<file path="src/rtl/dmem_dma_master_pkg.sv">
// Shared types and defaults for the data-memory DMA initiator: op and FSM
// state encodings plus the default geometry and fill word.
package dmem_dma_master_pkg;

    localparam int          AW_DEF     = 6;
    localparam int          DW_DEF     = 32;
    localparam logic [31:0] FILL_DEF_C = 32'hFFFF_FFFF;

    typedef enum logic {
        OP_COPY = 1'b0,
        OP_FILL = 1'b1
    } op_e;

    typedef enum logic [1:0] {
        S_IDLE = 2'd0,
        S_RD   = 2'd1,
        S_WR   = 2'd2,
        S_DONE = 2'd3
    } state_e;

endpackage

</file>
<file path="src/rtl/dmem_dma_master_if.sv">
// Data-memory port: registered write (we/a/d), combinational read q from a.
interface dmem_dma_master_if
    import dmem_dma_master_pkg::*;
#(
    parameter int AW = AW_DEF,
    parameter int DW = DW_DEF
);
    logic          we;
    logic [AW-1:0] a;
    logic [DW-1:0] d;
    logic [DW-1:0] q;

    modport master (output we, a, d, input q);
    modport slave  (input we, a, d, output q);
endinterface

</file>
<file path="src/rtl/dmem_dma_master.sv">
// Block COPY/FILL sequencer that owns the data-memory port while busy.
// COPY alternates RD/WR per word, FILL streams one write per cycle.
module dmem_dma_master
    import dmem_dma_master_pkg::*;
#(
    parameter int          AW       = AW_DEF,
    parameter int          DW       = DW_DEF,
    parameter int          LW       = AW + 1,
    parameter logic [DW-1:0] FILL_DEF = DW'(FILL_DEF_C)
) (
    input  logic          clk,
    input  logic          rst,
    input  logic          start_i,
    input  logic          op_i,
    input  logic [AW-1:0] src_i,
    input  logic [AW-1:0] dst_i,
    input  logic [LW-1:0] len_i,
    input  logic          cfg_pat_en_i,
    input  logic [DW-1:0] pattern_i,
    output logic          busy_o,
    output logic          done_o,
    output logic          err_o,
    output logic [LW-1:0] words_done_o,
    dmem_dma_master_if.master mem
);

    localparam logic [LW-1:0] FULL_LEN = LW'(2 ** AW);

    state_e        state_q;
    op_e           op_q;
    logic [AW-1:0] src_q;
    logic [AW-1:0] dst_q;
    logic [LW-1:0] len_q;
    logic [LW-1:0] idx_q;
    logic [LW-1:0] idx_d;
    logic          err_q;
    logic [DW-1:0] wdata_q;
    logic          len_bad;

    assign len_bad = (len_i > FULL_LEN);
    assign idx_d   = idx_q + LW'(1);

    // The word index doubles as the words-written count.
    always_ff @(posedge clk or posedge rst) begin
        if (rst) begin
            state_q <= S_IDLE;
            op_q    <= OP_COPY;
            src_q   <= '0;
            dst_q   <= '0;
            len_q   <= '0;
            idx_q   <= '0;
            err_q   <= 1'b0;
        end else begin
            case (state_q)
                S_IDLE: begin
                    if (start_i) begin
                        op_q  <= op_e'(op_i);
                        src_q <= src_i;
                        dst_q <= dst_i;
                        len_q <= len_i;
                        idx_q <= '0;
                        err_q <= len_bad;
                        if (len_i == '0 || len_bad)
                            state_q <= S_DONE;
                        else if (op_i == OP_FILL)
                            state_q <= S_WR;
                        else
                            state_q <= S_RD;
                    end
                end
                S_RD: state_q <= S_WR;
                S_WR: begin
                    idx_q <= idx_d;
                    if (idx_d == len_q)
                        state_q <= S_DONE;
                    else if (op_q == OP_COPY)
                        state_q <= S_RD;
                end
                default: begin
                    err_q   <= 1'b0;
                    state_q <= S_IDLE;
                end
            endcase
        end
    end

    // Write data holds the fill word from start, or the word fetched in RD.
    always_ff @(posedge clk) begin
        if (state_q == S_IDLE && start_i)
            wdata_q <= cfg_pat_en_i ? pattern_i : FILL_DEF;
        else if (state_q == S_RD)
            wdata_q <= mem.q;
    end

    assign busy_o       = (state_q == S_RD) || (state_q == S_WR);
    assign done_o       = (state_q == S_DONE);
    assign err_o        = (state_q == S_DONE) && err_q;
    assign words_done_o = idx_q;

    // Addresses wrap naturally in AW bits.
    assign mem.we = (state_q == S_WR);
    assign mem.a  = (state_q == S_WR) ? dst_q + idx_q[AW-1:0] :
                    (state_q == S_RD) ? src_q + idx_q[AW-1:0] : '0;
    assign mem.d  = (state_q == S_WR) ? wdata_q : '0;

endmodule

</file>
<file path="src/flat_wrapper.sv">
// flat-port wrapper written by rule: the top's interface ports become plain ports
module dmem_dma_master_flat import dmem_dma_master_pkg::*;
#(
    parameter int          AW       = AW_DEF,
    parameter int          DW       = DW_DEF,
    parameter int          LW       = AW + 1,
    parameter logic [DW-1:0] FILL_DEF = DW'(FILL_DEF_C)
)
  (clk, rst, start_i, op_i, src_i, dst_i, len_i, cfg_pat_en_i, pattern_i, busy_o, done_o, err_o, words_done_o, mem_we, mem_a, mem_d, mem_q);
  dmem_dma_master_if #(.AW(AW), .DW(DW)) mem_i ();
  input  logic clk;
  input  logic rst;
  input  logic start_i;
  input  logic op_i;
  input  logic [AW-1:0] src_i;
  input  logic [AW-1:0] dst_i;
  input  logic [LW-1:0] len_i;
  input  logic cfg_pat_en_i;
  input  logic [DW-1:0] pattern_i;
  output logic busy_o;
  output logic done_o;
  output logic err_o;
  output logic [LW-1:0] words_done_o;
  output wire logic [$bits(mem_i.we)-1:0] mem_we;
  output wire logic [$bits(mem_i.a)-1:0] mem_a;
  output wire logic [$bits(mem_i.d)-1:0] mem_d;
  input wire logic [$bits(mem_i.q)-1:0] mem_q;
  assign mem_we = mem_i.we;
  assign mem_a = mem_i.a;
  assign mem_d = mem_i.d;
  assign mem_i.q = mem_q;
  dmem_dma_master #(.AW(AW), .DW(DW), .LW(LW), .FILL_DEF(FILL_DEF)) u_core (.clk(clk), .rst(rst), .start_i(start_i), .op_i(op_i), .src_i(src_i), .dst_i(dst_i), .len_i(len_i), .cfg_pat_en_i(cfg_pat_en_i), .pattern_i(pattern_i), .busy_o(busy_o), .done_o(done_o), .err_o(err_o), .words_done_o(words_done_o), .mem(mem_i));
endmodule
</file>
<file path="config.mk">
export PLATFORM = sky130hd
export DESIGN_NAME = dmem_dma_master_flat
export DESIGN_NICKNAME = d
export VERILOG_FILES = /design/src/rtl/dmem_dma_master_pkg.sv /design/src/rtl/dmem_dma_master_if.sv /design/src/rtl/dmem_dma_master.sv /design/src/flat_wrapper.sv
export SDC_FILE = /design/constraint.sdc
export NUM_CORES = 1
export LEC_CHECK = 0
export BUFFER_PORTS_ARGS = -buffer_cell sky130_fd_sc_hd__buf_2
export CAP_MARGIN = 20
export CELL_PAD_IN_SITES_DETAIL_PLACEMENT = 2
export CELL_PAD_IN_SITES_GLOBAL_PLACEMENT = 2
export CORE_MARGIN = 10
export CORE_UTILIZATION = 26
export DETAILED_ROUTE_END_ITERATION = 6
export HOLD_SLACK_MARGIN = 0.06
export PLACE_DENSITY_LB_ADDON = 0.1
export SYNTH_ARGS = -nofsm -noshare
export SYNTH_HDL_FRONTEND = slang
export SYNTH_SLANG_ARGS = --single-unit
</file>
<file path="constraint.sdc">
create_clock -name clk -period 2.31 [get_ports clk]
set_clock_uncertainty 0.05 [all_clocks]
set_input_delay 0.231 -clock clk [delete_from_list [all_inputs] [get_ports clk]]
set_output_delay 0.231 -clock clk [all_outputs]
set_load 0.01 [all_outputs]
</file>
==> results of run 1 <==
==> power by group <==
group / leakage, nW / internal (mW) / switching [mW]
Sequential: 0.668 / 1.77 / 0.299
Combinational: 1.60 / 1.57 / 1.95
Clock: 0.128 / 0.755 / 0.469
Total: 2.40 / 4.10 / 2.71
==> what timing repair did <==
item / in CTS / in global routing
resized for setup: 19 / 14
endpoints found under the hold margin: 31 / 0
cloned: 0 / 0
setup buffers: 5 / 4
hold buffers: 2 / 0
pin swaps: 14 / 11
setup endpoints to repair: 5 / 11
==> worst reg2reg max path, cell delays in order, from the launching register on <==
cell     delay [ns]
dfrtp_2        0.45
buf_4          0.15
buf_4          0.14
ha_4           0.24
xor2_1         0.16
nor3_2         0.23
nand3_2        0.15
o31ai_4        0.24
mux2_4         0.32
==> sequential cells by signal, indices dropped and copies added, names as in the netlist <==
register,flops
u_core.wdata_q,32
u_core.len_q,7
u_core.words_done_o,7
u_core.dst_q,6
u_core.src_q,6
u_core.state_q,2
u_core.err_q,1
u_core.op_q,1
==> cell families after synthesis <==
| group | after synthesis | synth area share (%) |
|---|---|---|
| and+or+nand+nor | 105 | 14.6 |
| AOI/OAI and AO/OA | 72 | 12.6 |
| buffers and inverters | 67 | 7.40 |
| DFF | 62 | 46.9 |
| muxes | 22 | 6.79 |
| xor gates and xnor gates | 21 | 5.45 |
| adders and majority gates | 17 | 6.24 |
==> through the flow <==
step | power (mW) | setup slack (ns) | hold WS [ns] | std cells | utilization (%)
finish | 6.81 | -0.0209 | 0.0690 | 703 | 36.4
global placement | 5.24 | 0.142 | 0.292 | 674 | 33.0
global route | 7.38 | -0.140 | 0.0735 | 702 | 36.4
CTS | 6.80 | -0.0171 | 0.0630 | 697 | 35.8
detailed placement | 5.36 | 0.0945 | 0.300 | 674 | 33.0
floorplan | 4.12 | 0.158 | 0.272 | 366 | -
==> synth_stat cells (all sizes together), types with 10 or more instances <==
cell and count:
inv 46, nor2 39, and2 34, a31oi 32, edfxtp 32, dfrtp 30, mux2 19, clkbuf 15
ha 15, nand2 15, xnor2 14, a21oi 12, o21ai 10
==> layer usage <==
metal / vias to the layer above / GRT usage (%) / wire (um)
li1: 1547 / - / -
met1: 1558 / 14.2 / 5110
met2: 90 / 22.6 / 6450
met3: 14 / 6.37 / 1090
met4: 2 / 4.66 / 153
met5: - / 0 / 13
==> how the worst min path moves through the flow <==
stage             start                     end  slack [ns]  cells after the start
3_5_place_dp        rst  u_core.words_done_o[6]        0.30                      3
2_1_floorplan       rst         u_core.dst_q[0]        0.27                      1
4_1_cts        src_i[1]         u_core.src_q[1]        0.06                      3
6_report       src_i[1]         u_core.src_q[1]        0.07                      3
3_3_place_gp        rst         u_core.len_q[5]        0.29                      3
5_1_grt        dst_i[4]         u_core.dst_q[4]        0.07                      2
==> cell type report <==
type                       instances  area, um^2
clock buffer                      15         258
fill                            1543        8790
sequential                        62        1720
clock inverter                     1        5.00
timing repair buffer             159         871
inverter                          47         178
multi-input combinational        237        1780
antenna                            2        5.00
tap                              180         225
==> results.py, run 1 <==
metrics = {
    "run_status": {
        "run_status": "finished with violations",
        "violations": "negative setup slack",
    },
    "worst_setup_path": {
        "cp_cell_sequence": "ha_4, a21o_1, a21oi_2, o21bai_1, a21oi_2, xnor2_1, o22ai_1, buf_2",
        "worstSetupPathType": "reg -> out",
        "worstSetupPathDepth": 8,
        "critPathLaunchType": "flip-flop",
        "cp-end-kind": "output port",
        "r2r-end": "u_core.state_q[1]",
        "rr_worst_depth": 8,
        "crit_slowest_cell": "dfrtp_2",
        "critPathCapture": "mem_a[5]",
        "cp_num_buf_inv": 1,
        "r2r_setup_slack_ns": 0.07,
        "crit_start": "u_core.words_done_o[1]",
        "cp_max_fo": 4,
        "r2r-start": "u_core.words_done_o[0]",
        "crit_top_cell": "a21oi_2",
        "arrival_ns": 2.05,
        "slowest_delay_ns": 0.46,
        "required_ns": 2.03,
        "timing.critical_path.max_delay_family": "compound AO/OA/AOI/OAI gates",
    },
    "timing": {
        "setup_viol": 1,
        "min_period_over_period_pct": 101,
        "fin_ws_ns": -0.0209,
        "max_slew.worst_pin.slew_ns": 0.804,
        "slew_headroom_pct": 46.4,
        "drv_slew": 0,
        "fin_crit_ns": 2.33,
        "finalHoldViolCount": 0,
        "tns_ns": -0.0209,
        "grt_setup_unrepaired": "true",
        "fmax_mhz": 429,
    },
    "clocking": {
        "clk_pin_slew_ns": 0.05,
        "cts_tree": "built",
        "cts-buffers-inserted": 9,
        "clock_latency_ns": 0.33,
        "cts-root-buf": "clkbuf_16",
        "clockBufferDepth": 2,
        "clock_sinks": 62,
        "htree_levels": 3,
    },
    "power": {
        "leakagePower_nw": 2.40,
        "vdd_ir_drop_max_mv": 0.367,
        "p_per_area_nw_per_um2": 1350,
    },
    "route": {
        "first_pass_iters": 4,
        "num_vias": 3211,
        "avgRoutedWirePerCell_um": 18.2,
        "drtIter0Drc": 107,
        "remaining_drc_errors": 0,
        "routed_via_density": 4.57,
        "wl_um": 12800,
        "ant_nets": 0,
    },
    "synthesis": {
        "ys_ff_latch": 62,
        "synth.distinct_cells": 43,
        "syn-mean-instance-area_um2": 9.98,
        "syn-instance-count": 366,
        "async_flop_share_pct": 48.4,
        "yosys-top-cells-area": "edfxtp_1, dfrtp_1, and2_1, mux2_2, a31oi_1",
        "synth-main-ff-cell": "edfxtp_1",
        "yosys.area.top_type_share_pct": 26.3,
        "synth_edf_count": 32,
        "synth_top_area_cell": "edfxtp_1",
        "yosysWarningCount": 0,
        "syn_nets": 471,
        "yosysSeqAreaShare_pct": 46.9,
        "netlist_area_um2": 3650,
    },
    "final_layout": {
        "drive_above_1_share_pct": 42.8,
        "nets": 621,
        "final_common_cell": "buf_2",
        "fin_area_um2": 5040,
        "syn_to_final_growth_pct": 38.0,
        "final_cell_mix": "buf_2, inv_1, nor2_1, and2_1",
    },
    "die": {
        "die_w_um": 139,
        "ioPinCount": 137,
        "core_area_um2": 13800,
        "num_rows": 43,
        "die_h_um": 139,
        "dieArea_um2": 19200,
        "start_util_pct": 26.4,
    },
    "place": {
        "place_area_um2": 4570,
        "portBuffers": 136,
        "gp_congestion": 0.755,
        "dp_hpwl_um": 9670,
    },
    "flow_run": {
        "cap_viol_max_count": 0,
    },
    "min_path": {
        "min_path_type": "in -> reg",
    },
    "global_routing": {
        "antenna_found_initial": 3,
        "grt_usage_pct": 13.3,
        "grt.overflow.total": 0,
        "grt_pass1_vias": 3719,
        "grt_pass1_wl_um": 20400,
        "grt_max_degree": 70,
    },
}
Power figures use the tool's default switching activity.
==> inputs of run 2 (changes only) <==
==> constraint.sdc (replaced) <==
create_clock -name clk -period 2.31 [get_ports clk]
set_clock_uncertainty 0.05 [all_clocks]
set_input_delay 0.1155 -clock clk [delete_from_list [all_inputs] [get_ports clk]]
set_output_delay 0.1155 -clock clk [all_outputs]
set_load 0.01 [all_outputs]
==> run 2 against run 1 <==
Net effect:
- the run now ends clean
- register-to-register slack worse by 0.05 ns
- utilization up 1.4 points
- hold slack better by 0.0034 ns
- largest power group unchanged
- count of clock-buffer cells in the layout down 1
- highest routed layer unchanged
- fmax up 1.6%
- sequential power about the same
- via count up 1.7%
- largest cell class unchanged
==> results.py, run 2 (synthesized netlist as in run 1, its figures left out) <==
metrics = {
    "global_routing": {
        "antenna_found_initial": 3,
        "grt_pass1_vias": 3839,
        "grt_usage_pct": 13.0,
        "grt_pass1_wl_um": 20100,
        "grt_max_degree": 89,
        "grt.overflow.total": 0,
    },
    "worst_setup_path": {
        "crit_slowest_cell": "dfrtp_1",
        "r2r_setup_slack_ns": 0.02,
        "rr_worst_depth": 9,
        "r2r-end": "u_core.state_q[1]",
        "required_ns": 2.47,
        "r2r-start": "u_core.words_done_o[0]",
        "critPathCapture": "u_core.state_q[1]",
        "crit_start": "u_core.words_done_o[0]",
        "worstSetupPathDepth": 9,
        "arrival_ns": 2.45,
        "timing.critical_path.max_delay_family": "compound AO/OA/AOI/OAI gates",
        "slowest_delay_ns": 0.41,
        "critPathLaunchType": "flip-flop",
        "cp_max_fo": 6,
        "cp_num_buf_inv": 2,
        "cp_cell_sequence": "buf_4, ha_1, buf_4, nor3b_1, o21ai_0, o21ai_0, a21oi_1, o31ai_4, mux2_4",
        "cp-end-kind": "flip-flop",
        "worstSetupPathType": "reg -> reg",
    },
    "power": {
        "p_comb_share_pct": 48.8,
        "leakagePower_nw": 2.51,
        "clkPwrFrac_pct": 21.3,
        "p_sw_mw": 2.65,
        "swShare_pct": 38.3,
        "power_mw": 6.92,
        "internal_power_mw": 4.27,
        "p_per_area_nw_per_um2": 1320,
        "seqPwrFrac_pct": 29.9,
        "vdd_ir_drop_max_mv": 0.394,
    },
    "place": {
        "post-place-ws_ns": 0.0798,
        "portBuffers": 136,
        "dp_hpwl_um": 9590,
        "gp_congestion": 0.761,
        "placedCellCount": 675,
    },
    "final_layout": {
        "final_common_cell": "buf_2",
        "nets": 639,
        "final_cells": 719,
        "syn_to_final_growth_pct": 43.4,
        "final_cell_mix": "buf_2, inv_1, nor2_1, and2_1",
        "largest_register_ffs": 32,
        "seqCellArea_um2": 1720,
        "fillers": 1522,
        "multi_input_area_um2": 1730,
        "finish.utilization_pct": 37.9,
        "drive_above_1_share_pct": 40.1,
        "regMostFlops": "u_core.wdata_q",
        "antenna_cells": 0,
    },
    "clocking": {
        "clockBufferDepth": 2,
        "cts-root-buf": "clkbuf_16",
        "clock_sinks": 62,
        "htree_levels": 3,
        "clock_latency_ns": 0.33,
        "clk_pin_slew_ns": 0.05,
        "cts_tree": "built",
        "cts-buffers-inserted": 9,
    },
    "die": {
        "core_area_um2": 13800,
        "ioPinCount": 137,
        "start_util_pct": 26.4,
        "num_rows": 43,
        "die_h_um": 139,
        "die_w_um": 139,
        "dieArea_um2": 19200,
    },
    "route": {
        "avgRoutedWirePerCell_um": 17.7,
        "ant_nets": 0,
        "first_pass_iters": 4,
        "num_vias": 3266,
        "routed_via_density": 4.54,
        "remaining_drc_errors": 0,
        "drtIter0Drc": 82,
        "wl_um": 12700,
    },
    "timing": {
        "grt_setup_unrepaired": "true",
        "slew_headroom_pct": 45.8,
        "holdWs_ns": 0.0725,
        "fin_crit_ns": 2.29,
        "drv_slew": 0,
        "fmax_mhz": 436,
        "setup_viol": 0,
        "min_period_over_period_pct": 99.3,
        "finalHoldViolCount": 0,
        "fin_ws_ns": 0.0150,
        "max_slew.worst_pin.slew_ns": 0.813,
    },
    "flow_run": {
        "cap_viol_max_count": 0,
    },
    "min_path": {
        "min_path_type": "in -> reg",
    },
    "run_status": {
        "run_status": "completed",
    },
}
[run 2: cell types whose count changed in the layout (fill, tap and decap cells not counted), moves of 3 or more]
cell and change:
inv_2 -3, clkbuf_1 -4, o21ai_0 +3, ha_4 -3
ha_1 +3, inv_1 +3, dlygate4sd3_1 +19
[run 2: stage by stage]
stage / cell area [um^2] / TNS, ns
after detailed placement: 4580 / 0
final: 5240 / 0
after global routing: 5240 / -0.183
after floorplan: 3650 / 0
after CTS: 5160 / -0.00123
after global placement: 4580 / 0
[run 2: area by class of cell]
class	instances	share of cell area [%]
multi-input combinational	237	33.1
sequential	62	32.8
timing repair buffer	177	20.1
clock buffer	14	5.64
tap	180	4.30
inverter	47	3.44
clock inverter	2	0.669
[run 2: power groups by stage]
stage                     combinational, mW  clock (mW)  sequential [mW]
after detailed placement               3.27           0             2.09
final                                  3.38        1.47             2.07
after global placement                 3.20           0             2.06
after floorplan                        2.13           0             1.99
after CTS                              3.39        1.52             2.08
after global routing                   3.77        1.55             2.14
[run 2: how the worst min path moves through the flow]
stage | from | endpoint | depth (start not counted) | slack [ns]
6_report | pattern_i[30] | u_core.wdata_q[30] | 3 | 0.07
5_1_grt | pattern_i[30] | u_core.wdata_q[30] | 3 | 0.08
4_1_cts | pattern_i[30] | u_core.wdata_q[30] | 3 | 0.06
3_5_place_dp | rst | u_core.len_q[3] | 2 | 0.14
3_3_place_gp | rst | u_core.len_q[3] | 2 | 0.13
2_1_floorplan | rst | u_core.dst_q[0] | 1 | 0.16
[run 2: layer usage]
layer / share of wire (%) / up-vias / track usage, %
li1: - / 1576 / -
met3: 9.1 / 19 / 6.20
met4: 1.4 / 4 / 4.77
met1: 40 / 1578 / 13.5
met2: 50 / 89 / 22.3
met5: 0.21 / - / 0
[run 2: worst reg2reg max path, delay by kind of cell, from the launching register on]
| kind | cells | cell delay, ns |
|---|---|---|
| buffers and inverters | 2 | 0.32 |
| flip-flops | 1 | 0.41 |
| adder cells (fa/ha/maj) | 1 | 0.22 |
| AO/OA/AOI/OAI | 4 | 0.73 |
| AND/OR/NAND/NOR | 1 | 0.14 |
| multiplexers | 1 | 0.30 |
[run 2: what timing repair did]
| item | 4_1_cts | 5_1_grt |
|---|---|---|
| setup endpoints to repair | 3 | 8 |
| cloned | 0 | 0 |
| pin swaps | 3 | 11 |
| resized for setup | 8 | 10 |
| buffers inserted | 3 | 4 |
| hold buffers | 21 | 0 |
| endpoints found under the hold margin | 33 | 0 |
==> inputs of run 3 (changes only) <==
- ABC_AREA: default -> 1
- ABC_CLOCK_PERIOD_IN_PS: default -> 2310
- CORE_UTILIZATION: 26 -> 24
==> run 3 against run 2 <==
Net effect:
- non-clock buffer count is 21 higher
- register-to-register slack better by 0.25 ns
- synthesized area is 1.4% higher
- cell count is 20% higher
- via count is 17% higher
- total power is 7.9% lower
- critical path depth is 1 higher
- critical path type is now reg -> out
- largest power group unchanged
==> results.py, run 3 <==
metrics = {
    "synthesis": {
        "yosys.cell_count.top_type": "nand2_1",
        "syn_nets": 586,
        "yosys.area.top_type_share_pct": 25.9,
        "yosysSeqAreaShare_pct": 46.2,
        "syn-instance-count": 481,
        "yosysWarningCount": 0,
        "netlist_area_um2": 3700,
        "yosys-top-cells-area": "edfxtp_1, dfrtp_1, nand2_1, o21ai_0, inv_1",
        "synth_edf_count": 32,
        "ys_top_cells_by_count": "nand2_1, inv_1, o21ai_0",
        "synth-main-ff-cell": "edfxtp_1",
        "syn-mean-instance-area_um2": 7.70,
        "synth_top_area_cell": "edfxtp_1",
        "async_flop_share_pct": 48.4,
        "synth.distinct_cells": 28,
        "ys_ff_latch": 62,
    },
    "final_layout": {
        "antenna_cells": 0,
        "drive_above_1_share_pct": 28.6,
        "nets": 776,
        "regMostFlops": "u_core.wdata_q",
        "largest_register_ffs": 32,
        "final_common_cell": "nand2_1",
        "fillers": 1766,
        "final_cells": 864,
        "final_cell_mix": "nand2_1, buf_2, inv_1, o21ai_0, dlygate4sd3_1",
        "syn_to_final_growth_pct": 49.0,
    },
    "route": {
        "remaining_drc_errors": 0,
        "num_vias": 3828,
        "wl_um": 14300,
        "drtIter0Drc": 176,
        "first_pass_iters": 5,
        "avgRoutedWirePerCell_um": 16.6,
        "ant_nets": 0,
        "routed_via_density": 4.43,
    },
    "die": {
        "dieArea_um2": 20800,
        "num_rows": 45,
        "die_h_um": 144,
        "start_util_pct": 24.5,
        "die_w_um": 144,
        "ioPinCount": 137,
        "core_area_um2": 15100,
    },
    "clocking": {
        "clock_sinks": 62,
        "cts_tree": "built",
        "clock_latency_ns": 0.34,
        "cts-buffers-inserted": 9,
        "clk_pin_slew_ns": 0.05,
        "htree_levels": 3,
        "cts-root-buf": "clkbuf_16",
        "clockBufferDepth": 2,
    },
    "worst_setup_path": {
        "required_ns": 2.14,
        "critPathLaunchType": "flip-flop",
        "r2r_setup_slack_ns": 0.27,
        "crit_top_cell": "o21ai_1",
        "cp_cell_sequence": "ha_2, inv_1, fa_2, nor2_4, o21ai_1, nand2_1, a21oi_1, o21ai_0, o21ai_1, buf_2",
        "crit_slowest_cell": "dfrtp_2",
        "cp_max_fo": 5,
        "r2r-end": "u_core.state_q[1]",
        "timing.critical_path.max_delay_family": "adder cells",
        "slowest_delay_ns": 0.43,
        "rr_worst_depth": 11,
        "r2r-start": "u_core.words_done_o[0]",
        "worstSetupPathType": "reg -> out",
        "arrival_ns": 2.05,
        "cp_num_buf_inv": 2,
        "cp-end-kind": "output port",
    },
    "power": {
        "p_comb_share_pct": 46.0,
        "vdd_ir_drop_max_mv": 0.468,
        "internal_power_mw": 3.77,
        "p_sw_mw": 2.60,
        "clkPwrFrac_pct": 21.9,
        "seqPwrFrac_pct": 32.2,
        "p_per_area_nw_per_um2": 1160,
        "leakagePower_nw": 2.97,
        "swShare_pct": 40.8,
    },
    "min_path": {
        "min_to": "u_core.len_q[0]",
        "hold_depth": 3,
        "hold_start": "len_i[0]",
        "min_path_type": "in -> reg",
    },
    "timing": {
        "holdWs_ns": 0.0654,
        "fin_crit_ns": 2.21,
        "drv_slew": 0,
        "setup_viol": 0,
        "max_slew.worst_pin.slew_ns": 0.485,
        "finalHoldViolCount": 0,
        "slew_headroom_pct": 67.6,
        "fin_ws_ns": 0.0979,
        "fmax_mhz": 452,
        "min_period_over_period_pct": 95.8,
    },
    "run_status": {
        "run_status": "completed",
    },
    "flow_run": {
        "cap_viol_max_count": 0,
    },
    "place": {
        "dp_hpwl_um": 10600,
        "portBuffers": 136,
        "placedCellCount": 795,
        "post-place-ws_ns": 0.324,
        "gp_congestion": 0.805,
    },
    "global_routing": {
        "grt_pass1_wl_um": 22200,
        "antenna_found_initial": 0,
        "grt_usage_pct": 13.7,
        "grt_max_degree": 36,
        "grt_pass1_vias": 4296,
        "grt.overflow.total": 0,
    },
}
[run 3: logic make-up after synthesis]
family / count (synthesis) / synth area share (%)
AND/OR/NAND/NOR: 223 / 25.4
buffers and inverters: 96 / 9.76
AO/OA/AOI/OAI: 77 / 11.1
flip-flops: 62 / 46.2
adder cells (fa/ha/maj): 17 / 6.15
XOR/XNOR: 6 / 1.42
[run 3: how the worst max path moves through the flow]
stage	from	slack (ns)	to	cells past startpoint
after floorplan	u_core.state_q[0]	0.16	u_core.wdata_q[0]	6
after global placement	u_core.words_done_o[0]	0.37	mem_a[4]	10
after detailed placement	u_core.words_done_o[0]	0.32	mem_a[4]	10
after CTS	u_core.state_q[1]	0.006	mem_a[2]	9
after global routing	u_core.words_done_o[0]	-0.03	mem_a[4]	10
final	u_core.words_done_o[0]	0.1	mem_a[4]	10
[run 3: timing repair]
action	4_1_cts	5_1_grt
endpoints found under the setup margin	2	3
pin swaps	1	0
buffers inserted	1	1
gates resized for setup	4	13
hold buffers	51	0
hold endpoints to repair	80	0
[run 3: layer usage]
layer | vias to the layer above | GRT usage [%] | routed length (um)
met5 | - | 0 | 0
met4 | 0 | 4.84 | 192
met3 | 15 | 3.44 | 711
met2 | 75 | 24.5 | 7360
met1 | 1848 | 15.6 | 6060
li1 | 1890 | - | -
[run 3: area by class of cell]
class	instances	area (um^2)	area share, %
clock buffer	15	268	4.85
timing repair buffer	198	1290	23.3
clock inverter	1	30.0	0.544
tap	188	235	4.26
sequential	62	1720	31.1
multi-input combinational	323	1690	30.7
inverter	77	289	5.24
[run 3: stage by stage]
| stage | utilization, % | setup TNS [ns] | total power, mW | area (um^2) |
|---|---|---|---|---|
| after global placement | 30.6 | 0 | 4.81 | 4630 |
| final | 36.4 | 0 | 6.37 | 5520 |
| after detailed placement | 30.6 | 0 | 4.91 | 4630 |
| after global routing | 36.4 | -0.0322 | 6.94 | 5520 |
| after CTS | 36.1 | 0 | 6.45 | 5470 |
| after floorplan | - | 0 | 3.72 | 3710 |
[run 3: worst min-delay path, cell delays in order]
cell	delay, ns
buf_2	0.10
inv_1	0.09
o21ai_0	0.10
[run 3: power by group through the flow]
stage	clock network, mW	registers (mW)	logic [mW]
after global routing	1.48	2.11	3.36
after CTS	1.44	2.05	2.96
after global placement	0	2.04	2.77
final	1.39	2.05	2.93
after floorplan	0	1.99	1.74
after detailed placement	0	2.06	2.85
